$ cat src/rtl/ir_button_tx.sv
// IR button-code transmitter: idle-high line, low start pulse, three data bits MSB first,
// then a high gap before the frame is reported done.
module ir_button_tx #(
  parameter int unsigned START_LEN = 8,
  parameter int unsigned BIT_LEN   = 14,
  parameter int unsigned GAP_LEN   = 16,
  parameter int unsigned CNT_W     = 8
) (
  input  logic       clk,
  input  logic       rst,
  input  logic       send,
  input  logic [2:0] code,
  output logic       irda,
  output logic       busy,
  output logic       done,
  output logic       err
);

  localparam int unsigned CODE_W = 3;
  localparam int unsigned IDX_W  = 2;

  localparam logic [CNT_W-1:0] START_LAST = CNT_W'(START_LEN - 1);
  localparam logic [CNT_W-1:0] BIT_LAST   = CNT_W'(BIT_LEN - 1);
  localparam logic [CNT_W-1:0] GAP_LAST   = CNT_W'(GAP_LEN - 1);
  localparam logic [IDX_W-1:0] IDX_MSB    = IDX_W'(CODE_W - 1);

  typedef enum logic [1:0] {
    IDLE  = 2'd0,
    START = 2'd1,
    BIT   = 2'd2,
    GAP   = 2'd3
  } state_t;

  state_t              state_q, state_d;
  logic [CNT_W-1:0]    cnt_q, cnt_d;
  logic [IDX_W-1:0]    idx_q, idx_d;
  logic [CODE_W-1:0]   code_q, code_d;
  logic                irda_q, irda_d;
  logic                busy_q, busy_d;
  logic                done_q, done_d;
  logic                err_q, err_d;
  logic                code_ok_c;

  // Only the five assigned button codes may be transmitted.
  always_comb begin
    code_ok_c = 1'b0;
    case (code)
      3'b001, 3'b010, 3'b011, 3'b100, 3'b110: code_ok_c = 1'b1;
      default:                                code_ok_c = 1'b0;
    endcase
  end

  always_ff @(posedge clk) begin
    if (rst) begin
      state_q <= IDLE;
      cnt_q   <= '0;
      idx_q   <= IDX_MSB;
      code_q  <= '0;
      irda_q  <= 1'b1;
      busy_q  <= 1'b0;
      done_q  <= 1'b0;
      err_q   <= 1'b0;
    end else begin
      state_q <= state_d;
      cnt_q   <= cnt_d;
      idx_q   <= idx_d;
      code_q  <= code_d;
      irda_q  <= irda_d;
      busy_q  <= busy_d;
      done_q  <= done_d;
      err_q   <= err_d;
    end
  end

  // Next-state and next-output logic; every line value is decided one cycle ahead.
  always_comb begin
    state_d = state_q;
    cnt_d   = cnt_q + CNT_W'(1);
    idx_d   = idx_q;
    code_d  = code_q;
    irda_d  = irda_q;
    busy_d  = busy_q;
    done_d  = 1'b0;
    err_d   = 1'b0;

    case (state_q)
      IDLE: begin
        cnt_d = '0;
        if (send) begin
          if (code_ok_c) begin
            code_d  = code;
            state_d = START;
            irda_d  = 1'b0;
            busy_d  = 1'b1;
          end else begin
            err_d = 1'b1;
          end
        end
      end

      START: begin
        if (cnt_q == START_LAST) begin
          state_d = BIT;
          cnt_d   = '0;
          idx_d   = IDX_MSB;
          irda_d  = code_q[IDX_MSB];
        end
      end

      BIT: begin
        if (cnt_q == BIT_LAST) begin
          cnt_d = '0;
          if (idx_q != '0) begin
            idx_d  = idx_q - IDX_W'(1);
            irda_d = code_q[idx_q - IDX_W'(1)];
          end else begin
            state_d = GAP;
            irda_d  = 1'b1;
          end
        end
      end

      GAP: begin
        if (cnt_q == GAP_LAST) begin
          state_d = IDLE;
          cnt_d   = '0;
          busy_d  = 1'b0;
          done_d  = 1'b1;
        end
      end

      default: begin
        state_d = IDLE;
        cnt_d   = '0;
        irda_d  = 1'b1;
        busy_d  = 1'b0;
      end
    endcase
  end

  assign irda = irda_q;
  assign busy = busy_q;
  assign done = done_q;
  assign err  = err_q;

endmodule
$ cat config.mk
export PLATFORM = sky130hd
export DESIGN_NAME = ir_button_tx
export DESIGN_NICKNAME = d
export VERILOG_FILES = /design/src/rtl/ir_button_tx.sv
export SDC_FILE = /design/constraint.sdc
export NUM_CORES = 1
export LEC_CHECK = 0
export ABC_AREA = 1
export CAP_MARGIN = 5
export CORE_MARGIN = 2
export CORE_UTILIZATION = 47
export CTS_CLUSTER_SIZE = 30
export DETAILED_ROUTE_END_ITERATION = 7
export PLACE_DENSITY = 0.75
export SETUP_SLACK_MARGIN = 0.3
export SYNTH_ARGS = -nofsm -noshare
export SYNTH_HDL_FRONTEND = slang
export SYNTH_SLANG_ARGS = --single-unit
export TNS_END_PERCENT = 30
$ cat constraint.sdc
create_clock -name clk -period 1.47 [get_ports clk]
set_input_delay 0.294 -clock clk [delete_from_list [all_inputs] [get_ports clk]]
set_output_delay 0.294 -clock clk [all_outputs]
set_load 0.01 [all_outputs]
After elaboration in Yosys (flattened, before gate mapping)

Index checks and enable logic that the tools add are counted.
Widths: inputs -> output; s select.

Word-level logic and storage cells: 74
Flip-flop bits (word level): 19
Bits of input ports: 6

Order comparisons: 1
Reductions and logical operators: 13
Equal/unequal tests: 18
Bitwise operators: 3
$add $sub $neg: 2
Muxes and demuxes: 29

Operators with widths:

| cell                | number |
|---|---|
| $pmux 8 s4          | 1 |
| $mux 8              | 3 |
| $eq 8x4->1 const B  | 2 |
| $mux 2              | 8 |
| $ne 2x2->1 const B  | 7 |
| $mux 1              | 12 |
| $add 8x1->8 const B | 1 |
| $eq 8x3->1 const B  | 1 |
| $pmux 2 s4          | 1 |
| $reduce_and 4->1    | 2 |
| $eq 3x2->1 const B  | 2 |
| $eq 3x3->1 const B  | 2 |
| $reduce_and 6->1    | 1 |
| $reduce_bool 2->1   | 3 |
| $reduce_and 5->1    | 1 |
| $reduce_or 5->1     | 1 |
| $eq 2x2->1 const B  | 2 |
| $pmux 2 s2          | 1 |
| $eq 3x1->1 const B  | 1 |
| $lt 2x3->1 const B  | 1 |
| $not 1->1           | 3 |
| $pmux 1 s3          | 1 |
| $reduce_and 3->1    | 1 |
| $reduce_bool 3->1   | 1 |
| other kinds (7)     | 7 |

Depth between registers and ports, before layout

Depth in word-level cells: 6
Gate-level depth with buffers: 10
Gate-level depth less buffers: 9

Worst setup path before layout

Ideal clock, no wire load.

Path kind: reg2reg
From: register state_q[0]
To: register cnt_q[7]
Path slack: 0.015 ns
Period minus slack after synthesis: 1.455 ns
Stages on the path, launching flop included: 9
Library setup time: 0.121 ns
Data arrival time: 1.334 ns
Data required time: 1.349 ns
Path through: dfxtp_1 > inv_1 > ha_1 > clkbuf_2 > inv_1 > o21bai_4 > nand2_1 > o21ai_4 > nor2_1

Word-level cells in the longest chain between the ends: 2
Elaborated cells on any way between the ends: 5

RTL lines:

| item                                     | RTL line | source |
|---|---|---|
| from (decl)                              | 34       | `state_t state_q, state_d;` |
| from (signal assigned)                   | 64       | `state_q <= state_d;` |
| $eq 2x2->1, or another cell as far along | 86       | `case (state_q)` |
| $pmux 8 s4 (*)                           | 86       |  |
| to (signal assigned)                     | 65       | `cnt_q <= cnt_d;` |
| to (decl)                                | 35       | `logic [CNT_W-1:0] cnt_q, cnt_d;` |

Mark *: on every way between the ends. The rest lies on a longest branch, timed or not.
A chain may end at the register's enable or synchronous reset.

Final worst setup path

From: register state_q[0]
To: register cnt_q[5]

The elaborated chain is that of the path after synthesis.

==> run summary <==
Syn Nets = 156
CTS root buf = clkbuf_4
Worst skew pair latency = 300 ps
Max-slew headroom = 83.6%
Storage cell area = 400 sq um
Remaining Overflow, GRT = 0
Setup ws final = 107 ps
Detailed-route via count = 980
Drt initial violations = 15
Placer Congestion = 0.811
Area grow syn2layout = 35.6%
Peak VDD IR = 970 uV
GRT Util Overall = 17.9%
Gate power share = 46.9%
Die height = 51.2 microns
Placed Cells incl. Taps = 185
Period utilisation layout = 92.7%
Sequential Power Share = 38.3%
Setup TNS = 0 ps
Worst EP required = 1660 ps
Max Slew Vio Count = 0
Initial Util = 48.7%
Worst Skew = 8.13 ps
P_int = 1.11 mW
Initial antenna violation count = 0
Net Sw Power = 0.712 mW
Non-filler cells, final = 195
CTS max path bufs = 2
Final wirelength = 2.25 mm
Worst Path Arrival = 1550 ps
Unrepaired setup endpoints after global routing = yes
Multi-input gate area = 681 sq um
Cell variety after synth = 23
Routed Antenna Nets = 0
Vias per cell = 5.03
H-tree Lvls = 1
Chip width = 51.2 microns
Tmin final = 1360 ps
#FFs+latches synth = 19
Sw Ratio = 39.1%
Tightest Hold Check Type = reg2reg
Leakage = 0.590 nW
Synth warn = 0
First-pass GRT wire length = 3.55 mm
Maximum fanout along the worst path = 8
Clock share of power = 14.9%
Post-Syn Area per Cell = 7.43 sq um
Crit path launch type = flip-flop
Slew of the pin with the lowest slew margin = 244 ps
Antenna fix cells = 0
DRC = 0
FP Rows = 17
Pre-CTS WS = -140 ps
Cells after Synth = 141
Share of layout cells above drive strength 1 = 31.1%
I/O Buffers = 9
Max-cap violation count = 0
Num ports = 10
Status = completed
CTS buffer count = 3
Per-cell routed wire length = 11.5 microns
Hold Fails Final Rpt = 0
Vias in the first global route = 888
Filler cell count = 172
Post-Synthesis Cell Area = 1050 sq um
Worst Path Class, Setup = reg2reg
Seq/Total Area, Yosys = 36.3%
Cell Pwr Density = 1280 nW/um^2
Core Footprint = 2150 sq um
DP HPWL = 1.60 mm
Total iterations of the first detailed-routing run = 4
CTS tree = done
Overall power = 1.82 mW
Die area = 2620 sq um
Critical Path Sink Type = flip-flop
Final setup fails = 0
Fmax = 734 MHz
Worst-path clk slew = 110 ps
Largest net degree at the start of global routing = 11
Sink Count = 19
Final net count = 183
## repair_timing
action	in CTS	in global routing
setup endpoints to repair	22	22
setup buffers	4	2
gates resized for setup	33	8
hold buffers	0	0
gates cloned	0	0
pin swaps	11	2
## logic make-up after synthesis
group / after synthesis / share of synthesized area (%)
simple gates: 63 / 26.6
compound gates: 23 / 14.6
buf+inv: 23 / 8.36
flops: 19 / 36.3
fa+ha+maj: 9 / 10.8
xor+xnor: 4 / 3.35
## worst max-delay path: stages, from the launching register on
cell and delay, ps:
dfxtp_4 410, inv_4 50, ha_4 180, inv_2 40, o21bai_4 120, nand2_2 110, o21ai_4 240, nor2_1 80
## cell usage after synthesis
master     n  area share [%]
a21oi_1    7             3.3
a221oi_1   1            0.84
clkbuf_2   1            0.48
dfxtp_1   19              36
ha_1       9              11
inv_1     22             7.9
nand2_1   21             7.5
nand2_2    1            0.60
nand3_1   13             6.2
nand3b_1   1            0.72
nor2_1    22             7.9
nor2_2     2             1.2
nor3_2     2             1.9
nor4_1     1            0.60
o211ai_1   1            0.72
o21ai_0    9             4.3
o21ai_1    1            0.48
o21ai_2    1            0.84
o21ai_4    1             1.6
o21bai_1   1            0.72
o21bai_4   1             1.8
xnor2_1    1            0.84
xor2_1     3             2.5
## power by group through the flow
stage | Clock [mW] | Combinational, mW | Sequential, mW
final | 0.271 | 0.855 | 0.697
after floorplan | 0 | 0.517 | 0.684
after detailed placement | 0 | 0.736 | 0.682
after global routing | 0.297 | 0.957 | 0.708
after global placement | 0 | 0.720 | 0.676
after CTS | 0.276 | 0.794 | 0.688
## sequential cells by signal (all words and copies together), names as in the netlist
signal,cells
busy,1
cnt_q,8
code_q,3
done,1
err,1
idx_q,2
irda,1
state_q,2
## through the flow
stage,utilization (%),cell area [sq um],hold WS [ps]
after CTS,63.9,1370,462
after detailed placement,57.4,1230,445
final,66.1,1420,456
after global routing,66.1,1420,482
after global placement,57.4,1230,438
after floorplan,-,1060,363
## final cells by class
type / count / area share [%]
multi-input cells: 99 / 47.9
flip-flops and latches: 19 / 28.2
repair buffers: 23 / 13.6
inverters: 22 / 5.99
well taps: 28 / 2.47
clock buffers: 4 / 1.85
## cell usage in the layout, fill, tap and decap left out, types with 5 or more instances in the layout
master            n
nand2_1          20
nor2_1           18
inv_1            17
buf_4            14
dfxtp_1          11
nand3_1          10
o21ai_0           7
nor2_2            6
a21oi_1           6
ha_1              5
clkdlybuf4s50_1   5
## final timing paths
path,startpoint,cells past startpoint,slack [ps],end
max,state_q[0],7,110,cnt_q[5]
max reg2reg,state_q[0],7,110,cnt_q[5]
min reg2reg,code_q[0],2,460,code_q[0]
min,code_q[0],2,460,code_q[0]
## layer usage
layer / wire length (microns) / share of wire [%] / up-vias / GRT usage (%)
li1: - / - / 506 / -
met1: 1010 / 45 / 451 / 20.8
met2: 1120 / 50 / 18 / 32.5
met3: 78 / 3.5 / 5 / 2.92
met4: 35 / 1.6 / 0 / 6.76
met5: 0 / 0 / - / 0
Note: power is estimated with default switching activity, not from simulation.
